--- config.mk ---
export PLATFORM = sky130hd
export DESIGN_NAME = led_fade_driver
export DESIGN_NICKNAME = d
export VERILOG_FILES = /design/src/rtl/led_fade_pkg.sv /design/src/rtl/led_fade_channel.sv /design/src/rtl/led_fade_driver.sv
export SDC_FILE = /design/constraint.sdc
export NUM_CORES = 1
export LEC_CHECK = 0
export ABC_AREA = 1
export CAP_MARGIN = 20
export CORE_MARGIN = 5
export CORE_UTILIZATION = 65
export DETAILED_ROUTE_END_ITERATION = 8
export GPL_TIMING_DRIVEN = 0
export PLACE_DENSITY = 0.88
export SYNTH_ARGS = -nofsm -noshare
export SYNTH_HDL_FRONTEND = slang
export SYNTH_SLANG_ARGS = --single-unit
--- constraint.sdc ---
create_clock -name clk_clk -period 4.7 [get_ports clk_clk]
set_clock_uncertainty 0.1 [all_clocks]
set_input_delay 0.94 -clock clk_clk [delete_from_list [all_inputs] [get_ports clk_clk]]
set_output_delay 0.94 -clock clk_clk [all_outputs]
set_load 0.05 [all_outputs]
--- src/rtl/led_fade_pkg.sv ---
// Shared state encoding and default sizing for the LED fade driver.
// Latency: n/a (declarations only).
// Backpressure: n/a.
package led_fade_pkg;

    typedef enum logic [1:0] {
        OFF  = 2'd0,
        RISE = 2'd1,
        ON   = 2'd2,
        FALL = 2'd3
    } fade_state_t;

    localparam int DEF_N_LEDS      = 8;
    localparam int DEF_PWM_BITS    = 8;
    localparam int DEF_STEP_CYCLES = 50000;

endpackage

--- src/rtl/led_fade_channel.sv ---
// One LED channel: fade FSM, brightness level, optional gamma (LED_GAMMA_EN) and PWM compare.
// Latency: tgt to state 1 clock; led registered 1 clock after state/level/pwm_cnt.
// Backpressure: none; free-running, tick-paced ramp.
module led_fade_channel
    import led_fade_pkg::*;
#(
    parameter int PWM_BITS = DEF_PWM_BITS
) (
    input  logic                clk,
    input  logic                rst_n,
    input  logic                tgt,
    input  logic                tick,
    input  logic [PWM_BITS-1:0] pwm_cnt,
    output logic                led,
    output logic                ramp_nxt
);

    localparam logic [PWM_BITS-1:0] LVL_MAX = '1;
    localparam logic [PWM_BITS-1:0] LVL_ONE = {{(PWM_BITS-1){1'b0}}, 1'b1};

    fade_state_t         state_q, state_d;
    logic [PWM_BITS-1:0] level_q, level_d;
    logic                led_q, led_d;
    logic [PWM_BITS-1:0] duty;

    // A target change outranks a tick: the level holds for that cycle.
    always_comb begin
        state_d = state_q;
        level_d = level_q;
        case (state_q)
            OFF: begin
                level_d = '0;
                if (tgt) state_d = RISE;
            end
            RISE: begin
                if (!tgt) begin
                    state_d = FALL;
                end else if (tick) begin
                    if (level_q >= LVL_MAX - LVL_ONE) begin
                        level_d = LVL_MAX;
                        state_d = ON;
                    end else begin
                        level_d = level_q + LVL_ONE;
                    end
                end
            end
            ON: begin
                level_d = LVL_MAX;
                if (!tgt) state_d = FALL;
            end
            FALL: begin
                if (tgt) begin
                    state_d = RISE;
                end else if (tick) begin
                    if (level_q <= LVL_ONE) begin
                        level_d = '0;
                        state_d = OFF;
                    end else begin
                        level_d = level_q - LVL_ONE;
                    end
                end
            end
            default: state_d = OFF;
        endcase
    end

`ifdef LED_GAMMA_EN
    logic [2*PWM_BITS-1:0] level_sq;
    assign level_sq = level_q * level_q;
    assign duty     = level_sq[2*PWM_BITS-1:PWM_BITS];
`else
    assign duty = level_q;
`endif

    always_comb begin
        led_d = 1'b0;
        case (state_q)
            OFF:     led_d = 1'b0;
            ON:      led_d = 1'b1;
            default: led_d = (duty > pwm_cnt);
        endcase
    end

    always_ff @(posedge clk or negedge rst_n) begin
        if (!rst_n) begin
            state_q <= OFF;
            level_q <= '0;
            led_q   <= 1'b0;
        end else begin
            state_q <= state_d;
            level_q <= level_d;
            led_q   <= led_d;
        end
    end

    assign led      = led_q;
    assign ramp_nxt = (state_d == RISE) || (state_d == FALL);

endmodule

--- src/rtl/led_fade_driver.sv ---
// Fades each LED toward its software on/off target with per-LED PWM; gamma curve under LED_GAMMA_EN.
// Latency: led_in to channel FSM 1 clock; led_out 1 clock after state; busy aligned with state.
// Backpressure: none; led_in is sampled every clock.
module led_fade_driver
    import led_fade_pkg::*;
#(
    parameter int N_LEDS      = DEF_N_LEDS,
    parameter int PWM_BITS    = DEF_PWM_BITS,
    parameter int STEP_CYCLES = DEF_STEP_CYCLES
) (
    input  logic              clk_clk,
    input  logic              reset_reset_n,
    input  logic [N_LEDS-1:0] led_in,
    output logic [N_LEDS-1:0] led_out,
    output logic              busy
);

    localparam int PRESC_W = (STEP_CYCLES > 1) ? $clog2(STEP_CYCLES) : 1;
    localparam logic [PRESC_W-1:0] PRESC_LAST = PRESC_W'(STEP_CYCLES - 1);

    logic [N_LEDS-1:0]   tgt_q, tgt_d;
    logic [PRESC_W-1:0]  presc_q, presc_d;
    logic [PWM_BITS-1:0] pwm_cnt_q, pwm_cnt_d;
    logic                busy_q, busy_d;
    logic                tick;
    logic [N_LEDS-1:0]   led_ch;
    logic [N_LEDS-1:0]   ramp_nxt;

    assign tick = (presc_q == PRESC_LAST);

    always_comb begin
        tgt_d     = led_in;
        presc_d   = tick ? '0 : presc_q + 1'b1;
        pwm_cnt_d = pwm_cnt_q + 1'b1;
        busy_d    = |ramp_nxt;
    end

    always_ff @(posedge clk_clk or negedge reset_reset_n) begin
        if (!reset_reset_n) begin
            tgt_q     <= '0;
            presc_q   <= '0;
            pwm_cnt_q <= '0;
            busy_q    <= 1'b0;
        end else begin
            tgt_q     <= tgt_d;
            presc_q   <= presc_d;
            pwm_cnt_q <= pwm_cnt_d;
            busy_q    <= busy_d;
        end
    end

    for (genvar i = 0; i < N_LEDS; i++) begin : g_ch
        led_fade_channel #(
            .PWM_BITS (PWM_BITS)
        ) u_ch (
            .clk      (clk_clk),
            .rst_n    (reset_reset_n),
            .tgt      (tgt_q[i]),
            .tick     (tick),
            .pwm_cnt  (pwm_cnt_q),
            .led      (led_ch[i]),
            .ramp_nxt (ramp_nxt[i])
        );
    end

    assign led_out = led_ch;
    assign busy    = busy_q;

endmodule

==> results of run 1 <==
-- logic make-up (layout without fill, tap and decap cells) --
kind of cell    count (synthesis)  count (layout)  share of synthesized area
compound gates                279             279                     0.1565
xor+xnor                       68              68                    0.06004
fa+ha+maj                      98              98                     0.1236
buf+inv                       220             270                    0.08867
flops                         121             121                     0.3052
simple gates                  620             620                     0.2659
-- registers in the layout (all words and copies together) (netlist names) --
register           flops
g_ch.u_ch.duty        64
g_ch.u_ch.state_q     16
presc_q               16
g_ch.u_ch.led          8
pwm_cnt_q              8
tgt_q                  8
busy                   1
-- critical path, cell delays in order (launching register included) --
cell,delay (ns)
dfrtp_1,0.38
buf_4,0.11
clkdlybuf4s50_1,0.78
-- cell usage in the layout (no fill, tap or decap), types with 16 or more instances in the layout --
cell,count
dfrtp_1,121
nand4_1,16
ha_1,98
a21oi_1,81
nor3_1,25
clkdlybuf4s50_1,17
inv_1,185
o21ai_0,117
nand2_1,281
nand3_1,98
nor2_1,175
clkbuf_16,17
xor2_1,63
a31oi_1,30
-- path summary, 6_finish.rpt --
path,start,to,slack [ns],depth (start not counted)
setup / recovery,g_ch[4].u_ch.led,led_out[4],1.96,2
hold / removal,reset_reset_n,g_ch[6].u_ch.duty[3],0.27,1
setup reg to reg,g_ch[0].u_ch.duty[0],busy,2.16,11
hold reg to reg,presc_q[0],presc_q[0],0.36,1
max in group asynchronous,reset_reset_n,g_ch[2].u_ch.state_q[1],3.49,2
min in group clk_clk,presc_q[0],presc_q[0],0.36,1
-- per-layer routing --
metal	track usage	part of all wire
met1	0.3712	0.41
met2	0.4740	0.48
met3	0.06307	0.082
met4	0.1246	0.031
met5	0	0
-- per-stage QoR --
step / hold WS (ns) / instances / area, um2
6_report: 0.2691 / 1644 / 10960
5_1_grt: 0.2835 / 1644 / 10960
4_1_cts: 0.2751 / 1644 / 10960
3_5_place_dp: 0.3536 / 1613 / 10360
3_3_place_gp: 0.3460 / 1612 / 10330
2_1_floorplan: 0.3296 / 1406 / 9920
-- power breakdown --
part           total, mW  internal, mW  switching [mW]
Sequential          1.88          1.39           0.491
Clock               1.33         0.844           0.484
Combinational       3.63          1.33            2.30
-- area by class of cell --
type	count	area, um2	area share
flip-flops and latches	121	3028	0.2763
plain buffers	27	153.9	0.01404
inverters	193	725.7	0.06623
repair buffers	19	209.0	0.01907
multi-input cells	1065	6012	0.5486
clock inverters	11	147.6	0.01347
clock buffers	20	446.7	0.04076
well taps	188	235.2	0.02147
==> summary.md, run 1 <==
| Metric | Value |
|---|---|
| Post-synthesis async set-or-reset flop share | 1.000 |
| CTS root buf | clkbuf_16 |
| Seq/Total Area, Yosys | 0.3052 |
| CTS tree | yes |
| Final hold violation count | 0 |
| First-pass GRT wire length | 42.86 mm |
| Worst EP arrival | 1.70 ns |
| Clock-pin slew on the worst setup and hold paths | 0.06 ns |
| Syn_nets | around 1500 |
| Initial core utilization | 0.6574 |
| Util after Layout | 0.7262 |
| Synth area leaders | dfrtp_1 (31%), ha_1 (12%), nand2_1 (11%), inv_1 (7.0%), nor2_1 (6.6%) |
| Share of the synthesized area in the top cell type | 0.3052 |
| VDD IR-drop max | 0.3580 mV |
| FP Rows | 45 |
| Drt total wl | ~26 mm |
| Status | finished, final reports clean |
| Cell area after synthesis | just under 0.01 mm2 |
| GRT Residual Overflow | 0 |
| Die area | about 0.018 mm2 |
| Largest area contributor in the synthesized netlist | dfrtp_1 |
| Slew @ Worst Pin | ~0.7 ns |
| Die W | 133.5 um |
| Leakage power | 5.427 nW |
| Setup violations, final | 0 |
| Critical Path Start Type | flip-flop |
| Detailed-route DRC error count | 0 |
| Final Cycle Share | 0.5826 |
| Achievable frequency | about 370 MHz |
| Crit-path max FO | 1 |
| GP Congestion | 0.9540 |
| Ports | 19 |
| First drt pass iteration count | 6 |
| CP endpoint kind | output pin |
| Setup TNS | 0 ns |
| Clock sinks | 121 |
| Pre-CTS setup slack | 2.313 ns |
| GR Util All Layers | 0.2896 |
| Post-synth EDFFs | 0 |
| Design Power | 6.843 mW |
| Largest net degree at the start of global routing | 99 |
| Antenna violations before repair | 0 |
| Crit Path Class | flip-flop to output pin |
| Pwr per Cell Area | 624.4 mW/mm2 |
| Count of antenna-violating nets left after detailed routing | 0 |
| Post-CTS setup buffer count | 0 |
| HP Class | input pin to async pin |
| DR iter-0 viols | 879 |
| Minimum clock period | 2.738 ns |
| Vias in the first global route | just over 9000 |
| H-tree depth | 4 |
| Inserted Diodes | 0 |
| Most common cell in the netlist | nand2_1 |
| Hold Buf Count CTS | 0 |
| Worst Path Required | 3.66 ns |
| DR WL/cell | 15.54 um |
| RSZ-0062 raised after global routing | false |
| Seq cells post-synth | ~120 |
| Vias after detailed routing | 9685 |
| Max_cap viols | 0 |
| Area of the core | 0.01509 mm2 |
| Layout area overhead | 10.47% |
| Post-synth top flop | dfrtp_1 |
| Final nets | 1552 |
| Longest Clk Path Bufs | 2 |
| Worst-Skew Late Latency | about 0.43 ns |
| Mapped Cells | 1406 |
| Total CTS buffers | 17 |
| Rel. slew slack | 0.5331 |
| Post-route setup slack | slightly below 2 ns |
| YS warnings | 0 |
| Fin. max-slew vios | 0 |
| Post-cts gate resize count | 0 |
| Top cells by count, synth | nand2_1 (281), inv_1 (185), nor2_1 (175), dfrtp_1 (121), o21ai_0 (117) |
| Die span in y | 133.5 um |
| Syn avg cell area | 7.055 um2 |
| Cell variety after synth | 44 |
| # port buffers | 18 |
| Fill count | 1156 |
| HPWL Detailed | about 18 mm |
| Share of cells above drive strength 1 | 0.05632 |
| Drt via density | approximately 5.9 |
(Power assumes the default switching activity.)
==> run 2, diff against run 1 <==
--- a/config.mk
+++ b/config.mk
@@ -8,10 +8,10 @@
 export ABC_AREA = 1
 export CAP_MARGIN = 20
 export CORE_MARGIN = 5
-export CORE_UTILIZATION = 65
+export CORE_UTILIZATION = 58
 export DETAILED_ROUTE_END_ITERATION = 8
 export GPL_TIMING_DRIVEN = 0
-export PLACE_DENSITY = 0.88
+export PLACE_DENSITY = 0.83
 export SYNTH_ARGS = -nofsm -noshare
 export SYNTH_HDL_FRONTEND = slang
 export SYNTH_SLANG_ARGS = --single-unit
==> constraint.sdc (replaced) <==
create_clock -name clk_clk -period 2.4 [get_ports clk_clk]
set_clock_uncertainty 0.1 [all_clocks]
set_input_delay 0.48 -clock clk_clk [delete_from_list [all_inputs] [get_ports clk_clk]]
set_output_delay 0.48 -clock clk_clk [all_outputs]
set_load 0.05 [all_outputs]
==> summary.md, run 2 (same netlist as run 1, synthesis figures left out) <==
| Metric | Value |
|---|---|
| Status | finished, final reports clean |
| Clock sinks | 121 (unchanged) |
| Ports | 19 (unchanged) |
| First-pass GRT wire length | 41.51 mm (-3.1%) |
| Detailed-route DRC error count | 0 (unchanged) |
| Total CTS buffers | 17 (unchanged) |
| P_int | 6.926 mW (+94%) |
| Multi-input combinational cell area | 0.006015 mm2 (about the same) |
| HP Class | flip-flop to flip-flop |
| VDD IR-drop max | 0.6619 mV (+85%) |
| Fin. max-slew vios | 0 (unchanged) |
| # port buffers | 18 (unchanged) |
| Setup violations, final | 0 (unchanged) |
| CP endpoint kind | flip-flop |
| RSZ-0062 raised after global routing | false |
| Post-route setup slack | 0.1125 ns (-1.849 ns) |
| Vias in the first global route | 8902 (-2.3%) |
| Largest net degree at the start of global routing | 94 (-5.1%) |
| Reg area | 0.003028 mm2 (unchanged) |
| Area of the core | 0.01670 mm2 (+11%) |
| Layout area overhead | 11.04% |
| Achievable frequency | 437.2 MHz |
| Worst Path Required | 2.60 ns (-1.06 ns) |
| H-tree depth | 4 (unchanged) |
| Die W | 140.8 um (+5.4%) |
| Longest Clk Path Bufs | 2 (unchanged) |
| DR iter-0 viols | 637 (-28%) |
| GP Congestion | 0.9689 (+1.6%) |
| Sw Ratio | 0.4792 (about the same) |
| Commonest non-fill, non-tap cell in the layout | nand2_1 |
| Final nets | 1555 (+0.19%) |
| Crit Path Class | flip-flop to flip-flop |
| DR WL/cell | 14.91 um (-4.0%) |
| Slew @ Worst Pin | 0.6783 ns (-0.01946 ns) |
| HPWL Detailed | 17.63 mm (about the same) |
| Design Power | 13.30 mW (+94%) |
| Proportion of power drawn by combinational gates | 0.532 (about the same) |
| GR Util All Layers | 0.2528 (-0.03678) |
| Minimum clock period | 2.287 ns |
| Max reg flops | 64 (unchanged) |
| Util after Layout | 0.6595 (-0.06670) |
| Fill count | 1412 (+22%) |
| Die span in y | 140.8 um (+5.4%) |
| GRT Residual Overflow | 0 (unchanged) |
| Finished Layout Cells | 1680 (+2.2%) |
| Leakage power | 5.438 nW (+0.21%) |
| Worst EP arrival | 2.49 ns (+0.79 ns) |
| Clock Power Share | 0.192 (-0.002) |
| Final Cycle Share | 0.9531 |
| Pre-CTS setup slack | 0.08602 ns (-2.227 ns) |
| Share of cells above drive strength 1 | 0.05890 (+0.002585) |
| Setup TNS | 0 ns (unchanged) |
| Drt via density | 5.697 (-3.3%) |
| Drt total wl | 25.06 mm (-1.9%) |
| Commonest non-fill, non-tap cells in the layout | nand2_1 (281), inv_1 (185), nor2_1 (174), dfrtp_1 (121), o21ai_0 (117) |
| Critical Path Start Type | flip-flop |
| CTS tree | yes |
| Antenna violations before repair | 0 (unchanged) |
| Max_cap viols | 0 (unchanged) |
| Rel. slew slack | 0.5478 (+0.01469) |
| FP Rows | 47 (+4.4%) |
| Inserted Diodes | 0 (unchanged) |
| Die area | 0.01982 mm2 (+11%) |
| Reg power frac | 0.276 (about the same) |
| Crit-path max FO | 6 (+5) |
| First drt pass iteration count | 5 (-1) |
| Initial core utilization | 0.5939 (-0.06343) |
| Vias after detailed routing | 9571 (-1.2%) |
| Worst-Skew Late Latency | 0.43 ns (about the same) |
| Count of antenna-violating nets left after detailed routing | 0 (unchanged) |
| Pwr per Cell Area | 1207 mW/mm2 (+93%) |
| CTS root buf | clkbuf_16 |
| Placed cells | 1645 (+2.0%) |
| Final hold violation count | 0 (unchanged) |
| Switch Pwr | 6.372 mW (+94%) |
| Clock-pin slew on the worst setup and hold paths | 0.06 ns (about the same) |
[run 2: cell types whose count changed in the layout (fill, tap and decap cells not counted)]
cell	before	now
inv_6	1	0
nor2_1	175	174
dlygate4sd3_1	0	1
clkbuf_8	1	2
buf_4	9	11
nor2_2	9	10
clkinv_4	3	4
bufinv_16	3	2
clkinv_2	4	5
[run 2: power groups by stage]
stage	Combinational (mW)	Clock [mW]	Sequential (mW)
after floorplan	5.48	0	3.38
after detailed placement	6.87	0	3.66
after CTS	6.98	2.57	3.64
after global routing	8.07	2.68	3.76
final	7.07	2.55	3.67
after global placement	6.62	0	3.64
[run 2: area by class of cell]
type,count,area share
buffer,27,0.01397
clock buffer,21,0.04180
clock inverter,11,0.01113
inverter,193,0.06589
multi-input combinational,1065,0.5461
sequential,121,0.2749
tap,220,0.02499
timing repair buffer,22,0.02124
[run 2: worst paths after layout]
check                                     start                       to  slack [ns]  depth (start not counted)
min in group asynchronous         reset_reset_n     g_ch[7].u_ch.duty[4]        0.41                          2
hold / removal                       presc_q[0]               presc_q[0]        0.36                          1
setup reg to reg           g_ch[2].u_ch.duty[0]                     busy        0.11                         11
setup / recovery           g_ch[2].u_ch.duty[0]                     busy        0.11                         11
max in group asynchronous         reset_reset_n  g_ch[5].u_ch.state_q[1]        1.03                          3
hold reg to reg                      presc_q[0]               presc_q[0]        0.36                          1
[run 2: per-layer routing]
layer | GRT usage | part of all wire | up-vias
met4 | 0.07802 | 0.021 | 0
met2 | 0.4325 | 0.48 | 365
li1 | - | - | 4724
met5 | 0 | 0 | -
met3 | 0.04504 | 0.062 | 46
met1 | 0.3268 | 0.44 | 4436
[run 2: repair_timing]
item                                    in CTS  in global routing
gates resized for setup                      0                  1
setup buffers                                0                  2
hold buffers                                 1                  0
endpoints found under the hold margin       28                  0
endpoints found under the setup margin       0                  1
[run 2: worst max-delay path, cell delays in order (launching register included)]
cell     delay (ns)
dfrtp_1        0.42
inv_1          0.19
ha_1           0.25
o21ai_0        0.13
nor2_2         0.24
inv_1          0.20
o21ai_1        0.16
nand2_1        0.06
nand2_1        0.12
nand3_1        0.09
nor2_1         0.12
nand2_1        0.09
[run 2: through the flow]
| step | cell area (um2) | hold slack, ns |
|---|---|---|
| final | 11010 | 0.3581 |
| after global routing | 11010 | 0.3823 |
| after CTS | 11000 | 0.3613 |
| after detailed placement | 10400 | 0.2766 |
| after global placement | 10380 | 0.3476 |
| after floorplan | 9920 | 0.08441 |
